[config.mk]
export PLATFORM = sky130hd
export DESIGN_NAME = powlib_afifo_rdctrl_flat
export DESIGN_NICKNAME = d
export VERILOG_FILES = /design/src/rtl/powlib_afifo_rdctrl_pkg.sv /design/src/rtl/powlib_afifo_rdctrl_if.sv /design/src/rtl/powlib_afifo_rdctrl_obuf.sv /design/src/rtl/powlib_afifo_rdctrl.sv /design/src/flat_wrapper.sv
export SDC_FILE = /design/constraint.sdc
export NUM_CORES = 1
export LEC_CHECK = 0
export CORE_MARGIN = 1.5
export CORE_UTILIZATION = 40
export CTS_CLUSTER_SIZE = 16
export DETAILED_ROUTE_END_ITERATION = 12
export PLACE_DENSITY = 0.69
export SLEW_MARGIN = 20
export SYNTH_ARGS = -nofsm -noshare
export SYNTH_HDL_FRONTEND = slang
export SYNTH_HIERARCHICAL = 1
export SYNTH_SLANG_ARGS = --single-unit
[constraint.sdc]
create_clock -name clk -period 8.1 [get_ports clk]
set_input_delay 1.62 -clock clk [delete_from_list [all_inputs] [get_ports clk]]
set_output_delay 1.62 -clock clk [all_outputs]
set_load 0.02 [all_outputs]
[src/rtl/powlib_afifo_rdctrl_pkg.sv]
// ---------------------------------------------------------------------------
// powlib_afifo_rdctrl_pkg
// Shared helpers for the async FIFO read-side controller:
//   clog2      - ceiling log2, used to size the RAM index
//   ptrWidth   - pointer width; pointers carry one extra wrap bit (WIDX+1)
//   grayEncode - binary to reflected gray
//   grayDecode - reflected gray to binary
// Ports: none (package).
// ---------------------------------------------------------------------------
package powlib_afifo_rdctrl_pkg;

  function automatic int clog2(input int value);
    int result;
    result = 0;
    while ((1 << result) < value) result++;
    return result;
  endfunction

  // The extra bit tells a full ring apart from an empty one.
  function automatic int ptrWidth(input int depth);
    return clog2(depth) + 1;
  endfunction

  function automatic logic [31:0] grayEncode(input logic [31:0] bin);
    return bin ^ (bin >> 1);
  endfunction

  function automatic logic [31:0] grayDecode(input logic [31:0] gray);
    logic [31:0] bin;
    bin[31] = gray[31];
    for (int i = 30; i >= 0; i--) bin[i] = bin[i+1] ^ gray[i];
    return bin;
  endfunction

endpackage

[src/rtl/powlib_afifo_rdctrl_if.sv]
// ---------------------------------------------------------------------------
// powlib_afifo_rdctrl_if
// Groups the read-side controller's RAM read port and output stream.
//   rdidx  - RAM read index
//   rdrdy  - RAM read enable
//   rddata - RAM read data (registered RAM output, one edge after rdrdy)
//   odata  - output stream data
//   ovld   - output stream valid
//   ordy   - output stream ready
// Modports: master = the controller, slave = RAM plus stream consumer.
// ---------------------------------------------------------------------------
interface powlib_afifo_rdctrl_if
  import powlib_afifo_rdctrl_pkg::*;
#(
  parameter int W = 32,
  parameter int D = 8
);
  localparam int WIDX = clog2(D);

  logic [WIDX-1:0] rdidx;
  logic            rdrdy;
  logic [W-1:0]    rddata;
  logic [W-1:0]    odata;
  logic            ovld;
  logic            ordy;

  modport master (output rdidx, rdrdy, odata, ovld, input rddata, ordy);
  modport slave  (input rdidx, rdrdy, odata, ovld, output rddata, ordy);
endinterface

[src/rtl/powlib_afifo_rdctrl_obuf.sv]
// ---------------------------------------------------------------------------
// powlib_afifo_obuf
// Two-entry valid/ready output buffer. The head entry is always presented
// on data_o, so the output stays stable until it is popped.
// Ports:
//   clk, rst   - clock, asynchronous active-high reset
//   push_i     - write data_i at this edge (caller guarantees a free slot)
//   data_i     - data to push
//   pop_i      - consume the head at this edge (only while vld_o)
//   data_o     - head entry
//   vld_o      - buffer non-empty
//   bcnt_o     - number of held entries, 0..2
// ---------------------------------------------------------------------------
module powlib_afifo_obuf #(
  parameter int W = 32
) (
  input  logic         clk,
  input  logic         rst,
  input  logic         push_i,
  input  logic [W-1:0] data_i,
  input  logic         pop_i,
  output logic [W-1:0] data_o,
  output logic         vld_o,
  output logic [1:0]   bcnt_o
);
  logic [W-1:0] head_q, head_d;
  logic [W-1:0] tail_q, tail_d;
  logic [1:0]   bcnt_q, bcnt_d;

  // Next-state of the two slots. A pop shifts the tail into the head; a
  // push lands in the first free slot, or straight into the head when the
  // only held entry leaves on the same edge, which keeps order intact.
  always_comb begin
    head_d = head_q;
    tail_d = tail_q;
    bcnt_d = bcnt_q;
    case ({push_i, pop_i})
      2'b10: begin
        if (bcnt_q == 2'd0) head_d = data_i;
        else                tail_d = data_i;
        bcnt_d = bcnt_q + 2'd1;
      end
      2'b01: begin
        head_d = tail_q;
        bcnt_d = bcnt_q - 2'd1;
      end
      2'b11: begin
        if (bcnt_q == 2'd1) begin
          head_d = data_i;
        end else begin
          head_d = tail_q;
          tail_d = data_i;
        end
      end
      default: ;
    endcase
  end

  // Slot and count registers.
  always_ff @(posedge clk or posedge rst) begin
    if (rst) begin
      head_q <= '0;
      tail_q <= '0;
      bcnt_q <= 2'd0;
    end else begin
      head_q <= head_d;
      tail_q <= tail_d;
      bcnt_q <= bcnt_d;
    end
  end

  assign data_o = head_q;
  assign vld_o  = (bcnt_q != 2'd0);
  assign bcnt_o = bcnt_q;
endmodule

[src/rtl/powlib_afifo_rdctrl.sv]
// ---------------------------------------------------------------------------
// powlib_afifo_rdctrl
// Read-side controller of an asynchronous FIFO. Owns the binary and gray
// read pointers, synchronises the write pointer into clk, derives empty,
// drives a registered-output RAM read port and presents entries through a
// two-entry output buffer at up to one entry per cycle.
// Ports:
//   clk, rst        - read clock, asynchronous active-high reset
//   wrptr_gray_i    - gray write pointer from the write domain
//   rdptr_gray_o    - registered gray read pointer to the write domain
//   empty_o         - synchronised write pointer equals read pointer
//   rdcnt_o         - entries in RAM not yet issued (0 unless enabled)
//   bus (master)    - RAM read port and output stream
// Optional: define POWLIB_AFIFO_RDCTRL_CNT_EN to build the rdcnt register.
// ---------------------------------------------------------------------------
module powlib_afifo_rdctrl
  import powlib_afifo_rdctrl_pkg::*;
#(
  parameter  int W    = 32,
  parameter  int D    = 8,
  parameter  int S    = 2,
  localparam int WIDX = clog2(D),
  localparam int PW   = ptrWidth(D)
) (
  input  logic                  clk,
  input  logic                  rst,
  input  logic [PW-1:0]         wrptr_gray_i,
  output logic [PW-1:0]         rdptr_gray_o,
  output logic                  empty_o,
  output logic [PW-1:0]         rdcnt_o,
  powlib_afifo_rdctrl_if.master bus
);
  logic [PW-1:0] sync_q [S];
  logic [PW-1:0] wsyncBin;
  logic [PW-1:0] rdptrBin_q, rdptrBin_d;
  logic [PW-1:0] rdptrGray_q, rdptrGray_d;
  logic          pend_q, pend_d;
  logic [1:0]    bcnt;
  logic [2:0]    occ;
  logic          pop;
  logic          empty;
  logic          rdrdy;

  // Write-pointer synchroniser: a plain flop chain. Gray coding keeps any
  // metastable sample within one step of the true pointer.
  always_ff @(posedge clk or posedge rst) begin
    if (rst) begin
      for (int i = 0; i < S; i++) sync_q[i] <= '0;
    end else begin
      sync_q[0] <= wrptr_gray_i;
      for (int i = 1; i < S; i++) sync_q[i] <= sync_q[i-1];
    end
  end

  assign wsyncBin = PW'(grayDecode(32'(sync_q[S-1])));
  assign empty    = (wsyncBin == rdptrBin_q);
  assign pop      = bus.ovld && bus.ordy;

  // Issue decision. Entries already buffered plus the one returning from
  // the RAM, minus the one leaving now, must leave room for one more.
  always_comb begin
    occ   = {1'b0, bcnt} + {2'b00, pend_q} - {2'b00, pop};
    rdrdy = !empty && (occ < 3'd2);
  end

  // Pointer advance on issue; the gray copy is encoded from the next binary
  // value so the registered gray output flips exactly one bit per issue.
  always_comb begin
    rdptrBin_d = rdptrBin_q;
    pend_d     = 1'b0;
    if (rdrdy) begin
      rdptrBin_d = rdptrBin_q + PW'(1);
      pend_d     = 1'b1;
    end
    rdptrGray_d = PW'(grayEncode(32'(rdptrBin_d)));
  end

  // Read pointer and in-flight flag registers.
  always_ff @(posedge clk or posedge rst) begin
    if (rst) begin
      rdptrBin_q  <= '0;
      rdptrGray_q <= '0;
      pend_q      <= 1'b0;
    end else begin
      rdptrBin_q  <= rdptrBin_d;
      rdptrGray_q <= rdptrGray_d;
      pend_q      <= pend_d;
    end
  end

  powlib_afifo_obuf #(.W(W)) outBuf (
    .clk    (clk),
    .rst    (rst),
    .push_i (pend_q),
    .data_i (bus.rddata),
    .pop_i  (pop),
    .data_o (bus.odata),
    .vld_o  (bus.ovld),
    .bcnt_o (bcnt)
  );

`ifdef POWLIB_AFIFO_RDCTRL_CNT_EN
  logic [PW-1:0] rdcnt_q;

  // Occupancy of the RAM as seen from this domain; the wrap bit makes the
  // modular difference cover the full 0..D range.
  always_ff @(posedge clk or posedge rst) begin
    if (rst) rdcnt_q <= '0;
    else     rdcnt_q <= wsyncBin - rdptrBin_q;
  end

  assign rdcnt_o = rdcnt_q;
`else
  assign rdcnt_o = '0;
`endif

  assign bus.rdidx    = rdptrBin_q[WIDX-1:0];
  assign bus.rdrdy    = rdrdy;
  assign rdptr_gray_o = rdptrGray_q;
  assign empty_o      = empty;
endmodule

[src/flat_wrapper.sv]
// flat-port wrapper written by rule: the top's interface ports become plain ports
module powlib_afifo_rdctrl_flat import powlib_afifo_rdctrl_pkg::*;
#(
  parameter  int W    = 32,
  parameter  int D    = 8,
  parameter  int S    = 2,
  localparam int WIDX = clog2(D),
  localparam int PW   = ptrWidth(D)
)
  (clk, rst, wrptr_gray_i, rdptr_gray_o, empty_o, rdcnt_o, bus_rdidx, bus_rdrdy, bus_odata, bus_ovld, bus_rddata, bus_ordy);
  powlib_afifo_rdctrl_if #(.W(W), .D(D)) bus_i ();
  input  logic clk;
  input  logic rst;
  input  logic [PW-1:0] wrptr_gray_i;
  output logic [PW-1:0] rdptr_gray_o;
  output logic empty_o;
  output logic [PW-1:0] rdcnt_o;
  output wire logic [$bits(bus_i.rdidx)-1:0] bus_rdidx;
  output wire logic [$bits(bus_i.rdrdy)-1:0] bus_rdrdy;
  output wire logic [$bits(bus_i.odata)-1:0] bus_odata;
  output wire logic [$bits(bus_i.ovld)-1:0] bus_ovld;
  input wire logic [$bits(bus_i.rddata)-1:0] bus_rddata;
  input wire logic [$bits(bus_i.ordy)-1:0] bus_ordy;
  assign bus_rdidx = bus_i.rdidx;
  assign bus_rdrdy = bus_i.rdrdy;
  assign bus_odata = bus_i.odata;
  assign bus_ovld = bus_i.ovld;
  assign bus_i.rddata = bus_rddata;
  assign bus_i.ordy = bus_ordy;
  powlib_afifo_rdctrl #(.W(W), .D(D), .S(S)) u_core (.clk(clk), .rst(rst), .wrptr_gray_i(wrptr_gray_i), .rdptr_gray_o(rdptr_gray_o), .empty_o(empty_o), .rdcnt_o(rdcnt_o), .bus(bus_i));
endmodule
# Word-level counts from Yosys, hierarchy flattened
# Cells that the tools add are included.
# Widths: inputs -> output; s select.
[totals]
register_bits = 83
input_bits = 39
out_inout_bits = 46
elab_cells = 45
[op_classes]
n_addsub = 5
order_cmp = 1
n_eq_ne = 8
mux = 9
bitwise = 4
n_reduce_logical = 10
[ops]
columns = ["operator", "n"]
rows = [
  ["$mux 32", 4],
  ["$pmux 32 s3", 1],
  ["$pmux 32 s2", 1],
  ["$ne 2x2->1 const B", 3],
  ["$reduce_bool 2->1", 3],
  ["$add 4x1->4 const B", 1],
  ["$eq 2x1->1 const B", 2],
  ["$eq 2x2->1 const B", 2],
  ["$eq 4x4->1", 1],
  ["$mux 4", 1],
  ["$pmux 2 s2", 1],
  ["$xor 4x3->4", 1],
  ["$add 2x1->3", 1],
  ["$lt 3x2->1 const B", 1],
  ["$reduce_and 3->1", 1],
  ["$reduce_bool 3->1", 1],
  ["$sub 3x1->3", 1],
  ["$xor 1x1->1", 3],
  ["$add 2x1->2 const B", 1],
  ["$logic_and 1x1->1", 2],
  ["$logic_not 2->1", 1],
  ["$reduce_and 2->1", 1],
  ["$sub 2x1->2 const B", 1],
  ["$logic_not 1->1", 1],
  ["$mux 1", 1],
]

# Longest topological paths before layout
[logic_depth]
ltp_word = 8
ltp_mapped = 12
ltp_nobuf = 12

# Cells and area by module
# The synthesis kept the hierarchy.
[by_module_without_submodules]
columns = ["module", "n_inst", "cells_each", "area_per_inst_um2", "seq_area_each_um2"]
rows = [
  ["powlib_afifo_obuf", 1, 274, 3150.5, 1651.6],
  ["powlib_afifo_rdctrl", 1, 61, 793.3, 400.4],
]

# Worst setup path before layout
# OpenSTA, ideal clock, no wires.
[synth_timing]
path_kind = "input to output"
from = "in bus_ordy"
to = "out bus_rdrdy"
arrival_ns = 3.174
required_time_ns = 6.480
path_slack_ns = 3.306
path_stages = 7
n_path_buf = 0
path_cell_list = "and2_1 -> ha_1 -> nand2b_1 -> fa_1 -> xnor2_1 -> nand2_1 -> a31oi_4"
[synth_between]
elab_chain_cells = 4
[synth_rtl]
columns = ["element", "line_no", "source"]
rows = [
  ["start, declared", "flat_wrapper.sv:23", "input wire logic [$bits(bus_i.ordy)-1:0] bus_ordy;"],
  ["$logic_and 1x1->1", "powlib_afifo_rdctrl.sv:57", "assign pop = bus.ovld && bus.ordy;"],
  ["$sub 3x1->3", "powlib_afifo_rdctrl.sv:62", "occ = {1'b0, bcnt} + {2'b00, pend_q} - {2'b00, pop};"],
  ["$lt 3x2->1", "powlib_afifo_rdctrl.sv:63", "rdrdy = !empty && (occ < 3'd2);"],
  ["$logic_and 1x1->1", "powlib_afifo_rdctrl.sv:63", ""],
  ["end, declared", "flat_wrapper.sv:19", "output wire logic [$bits(bus_i.rdrdy)-1:0] bus_rdrdy;"],
]
# Every way passes these cells.

# Worst setup path after layout
[layout_timing]
from = "in bus_ordy"
to = "out bus_rdrdy"
[layout_between]
elab_chain_cells = 4
[layout_rtl]
columns = ["element", "line_no", "source"]
rows = [
  ["$logic_and 1x1->1", "powlib_afifo_rdctrl.sv:57", ""],
  ["named net u_core.pop", "powlib_afifo_rdctrl.sv:40", "logic pop;"],
  ["$sub 3x1->3", "powlib_afifo_rdctrl.sv:62", ""],
  ["$lt 3x2->1", "powlib_afifo_rdctrl.sv:63", ""],
  ["$logic_and 1x1->1", "powlib_afifo_rdctrl.sv:63", ""],
]
# The timed path passes the listed nets, and every way through them passes these cells.

==> impl_metrics.tcl <==
set metrics [dict create \
    result_of_the_run "finished, final reports clean" \
    power.density_cell_area_mw_per_mm2 446 \
    via_count 2834 \
    synth.cell_area_sq_mm 0.00394 \
    internal_power_uw 1390 \
    endpoint_kind "output pin" \
    highest-signal-layer "met4" \
    yosysSeqAreaShare 0.520 \
    areaGrowthSynthToFinish_pct 26.6 \
    netSwitchingFraction 0.378 \
    drive_gt1_frac 0.150 \
    grt.total_usage 0.175 \
    routed_wire_length_on_met3_microns 368 \
    final_hold_viol_count 0 \
    design.die.area_sq_mm 0.0105 \
    pwr-share-clk 0.155 \
    synth_warnings 6 \
    critPathLaunchType "input port" \
    area_inside_the_core_boundary_sq_mm 0.00968 \
    pwr-share-seq 0.329 \
    crit_path_max_incr_delay_ps 670 \
    period_share 0.736 \
    timing.critical_path.arrival_ps 4340 \
    final_nets 452 \
    finalCoreUtilization 0.516 \
    synthesis.instances 335 \
    totalWireLength_microns 8750 \
    tightestPinTransition_ps 1060 \
    synth-edff-count 0 \
    io_pins 85 \
    routed_via_density 5.26 \
    wire_per_inst_microns 16.2 \
    chipWidth_microns 102 \
    route.antenna.remaining_nets 0 \
    holdCritPathClass "reg -> reg" \
    grt_start_max_net_pins 67 \
    setup_viol 0 \
    placement.io_buffers 80 \
    antenna_violations_before_repair 0 \
    seq_cells_post_synth 82 \
    grt_pass1_wl_microns 14100 \
    clk_pin_slew_ps 80 \
    leakagePower_uw 0.00208 \
    first_global_vias 2843 \
    htree_num_levels 3 \
    max-clock-path-buffers 2 \
    route.met2.wl_microns 4350 \
    synth_area_per_cell_sq_um 11.8 \
    place_congestion 0.753 \
    synth.distinct_cells 36 \
    unrepaired_setup_endpoints_after_global_routing "false" \
    first_pass_iters 4 \
    crit_path_frequent_cell "clkdlybuf4s50_1" \
    initial_core_util 0.407 \
    timing.critical_path.slowest_stage_cell "clkdlybuf4s50_1" \
    dpl.hpwl_microns 5440 \
    finalSetupTns_ps 0 \
    drt_first_iter_violations 61 \
    dominantRegCellSynth "dfrtp_1" \
    grt-ovfl-total 0 \
    met1Wirelength_microns 3910 \
    maximum_net_fanout_on_the_critical_path 7 \
    clock_sink_count 82 \
    floorplan.rows 36 \
    die_h_microns 102 \
    fmax_mhz 168 \
    p_sw_uw 842 \
    clk_latency_ps 340 \
    cells_along_the_critical_path "clkdlybuf4s50_1 -> and2_1 -> ha_1 -> nand2b_1 -> fa_1 -> xnor2_1 -> nand2_1 -> a31oi_4 -> clkdlybuf4s50_1" \
    cts_buffers 9 \
    antenna_cells_inserted 0 \
    slew_headroom 0.293 \
    cts_hold_repair.buffers 0 \
    route.detailed.drc 0 \
    post_cts_buffers 0 \
    timing_worst_setup_path_type "in -> out" \
    finalMaxSlewViolations 0 \
    irDropWorstVdd_v 0.000186 \
    share_comb_of_total_power 0.516 \
    crit_required_ps 6480 \
    maxCapViolations 0 \
    proportion_of_synthesized_flip_flops_having_asynchronous_set_or_reset 1.00 \
    finalClockSkew_ps 9.09 \
    cts-root-buf "clkbuf_8" \
    cts-resized-gates 0 \
    fin_crit_ps 5960 \
    cts_tree "done" \
]
[cells in the final DEF, fill, tap and decap left out]
| cell type | count |
|---|---|
| clkdlybuf4s50_1 | 80 |
| a21oi_1 | 33 |
| mux2_4 | 30 |
| inv_1 | 9 |
| conb_1 | 4 |
| nor2_1 | 1 |
| buf_4 | 5 |
| bufinv_16 | 3 |
| o21a_4 | 1 |
| xnor2_1 | 10 |
| a22oi_2 | 1 |
| a31oi_1 | 32 |
| a31oi_4 | 1 |
| ha_1 | 8 |
| and2b_1 | 1 |
| fa_1 | 1 |
| or2_2 | 1 |
| nand3_1 | 33 |
| nand2_1 | 3 |
| o32ai_2 | 1 |
| a21oi_4 | 1 |
| mux2i_2 | 1 |
| and4_1 | 1 |
| mux2i_1 | 2 |
| mux2_2 | 3 |
| a311oi_2 | 1 |
| inv_2 | 1 |
| o21a_1 | 1 |
| dfrtp_1 | 82 |
| o21ai_0 | 32 |
| clkinv_1 | 1 |
| nand2b_1 | 3 |
| and3_4 | 1 |
| or2b_1 | 1 |
| xor2_1 | 6 |
| and2_1 | 1 |
| clkbuf_8 | 10 |
[registers in the layout, indices dropped and copies added, names as in the netlist]
signal	cells
u_core/rdptr_gray_o	3
u_core/outBuf/tail_q	32
u_core/outBuf/bcnt_o	2
u_core/sync_q	8
u_core/outBuf/data_o	32
u_core/rdptrBin_q	4
u_core/pend_q	1
[cell families (layout without fill, tap and decap cells)]
| family | after synthesis | count (layout) | share of synthesized area |
|---|---|---|---|
| AND/OR/NAND/NOR | 46 | 46 | 0.0625 |
| XOR/XNOR | 16 | 16 | 0.0355 |
| multiplexers | 36 | 36 | 0.131 |
| other | 1 | 4 | 0.000951 |
| flip-flops | 82 | 82 | 0.520 |
| buffers and inverters | 41 | 109 | 0.0622 |
| AO/OA/AOI/OAI | 104 | 104 | 0.157 |
| adder cells (fa/ha/maj) | 9 | 9 | 0.0305 |
[path summary, 6_finish.rpt]
| kind | from | end | slack (ps) | cells past startpoint |
|---|---|---|---|---|
| max in group asynchronous | rst | u_core/outBuf/tail_q[22]$_DFFE_PP0P_ | 5640 | 3 |
| min reg2reg | u_core/sync_q[4]$_DFF_PP0_ | u_core/sync_q[0]$_DFF_PP0_ | 350 | 0 |
| min in group asynchronous | rst | u_core/rdptr_gray_o[0]$_DFF_PP0_ | 1680 | 2 |
| max | bus_ordy | bus_rdrdy | 2140 | 9 |
| min | u_core/sync_q[4]$_DFF_PP0_ | u_core/sync_q[0]$_DFF_PP0_ | 350 | 0 |
| max reg2reg | u_core/outBuf/bcnt_o[1]$_DFFE_PP0P_ | u_core/rdptrBin_q[1]$_DFF_PP0_ | 5090 | 11 |
[power by group through the flow]
stage | Sequential, uW | Clock (uW) | Combinational, uW
final | 734 | 346 | 1150
after global routing | 758 | 369 | 1250
after CTS | 734 | 358 | 1160
after detailed placement | 738 | 0 | 1160
after global placement | 731 | 0 | 1130
after floorplan | 830 | 0 | 714
[routing by layer]
layer / GRT usage / vias to the layer above
met3: 0.0274 / 12
met5: 0 / -
met4: 0.0674 / 0
li1: - / 1327
met1: 0.237 / 1414
met2: 0.283 / 81
[worst max-delay path, delay by kind of cell]
family          cells  cell delay [ps]
xor+xnor            1              190
compound gates      1              290
buf+inv             2             1120
fa+ha+maj           2              620
simple gates        3              500
[synthesized netlist by cell type, types with 2 or more instances]
cell type | number | area [sq um]
mux2_2 | 3 | 33.8
nand3_1 | 33 | 165
nand2_1 | 3 | 11.3
nand2b_1 | 3 | 18.8
xnor2_1 | 10 | 87.6
o21ai_0 | 32 | 160
a31oi_1 | 32 | 200
dfrtp_1 | 82 | 2050
buf_2 | 16 | 80.1
mux2_4 | 30 | 450
ha_1 | 8 | 100
buf_12 | 3 | 60.1
mux2i_1 | 2 | 20.0
xor2_1 | 6 | 52.6
clkbuf_1 | 5 | 18.8
a21oi_1 | 34 | 170
buf_4 | 4 | 30.0
inv_1 | 11 | 41.3
[cell type report]
class                      instances  area, sq um
sequential                        82         2050
tap                              133          166
multi-input combinational        215         1670
clock buffer                      10          138
timing repair buffer              85          838
fill                             846         4690
clock inverter                     3         90.1
inverter                          11         41.3
[through the flow]
stage | std cells | setup WS [ps] | total power (uW) | hold WS [ps] | area, sq um
floorplan | 338 | 3310 | 1540 | 331 | 3960
global placement | 526 | 2190 | 1860 | 335 | 4770
detailed placement | 526 | 2120 | 1890 | 340 | 4770
CTS | 539 | 2110 | 2250 | 359 | 4990
global route | 539 | 1960 | 2380 | 358 | 4990
finish | 539 | 2140 | 2230 | 352 | 4990
Note: power is estimated with default switching activity, not from simulation.
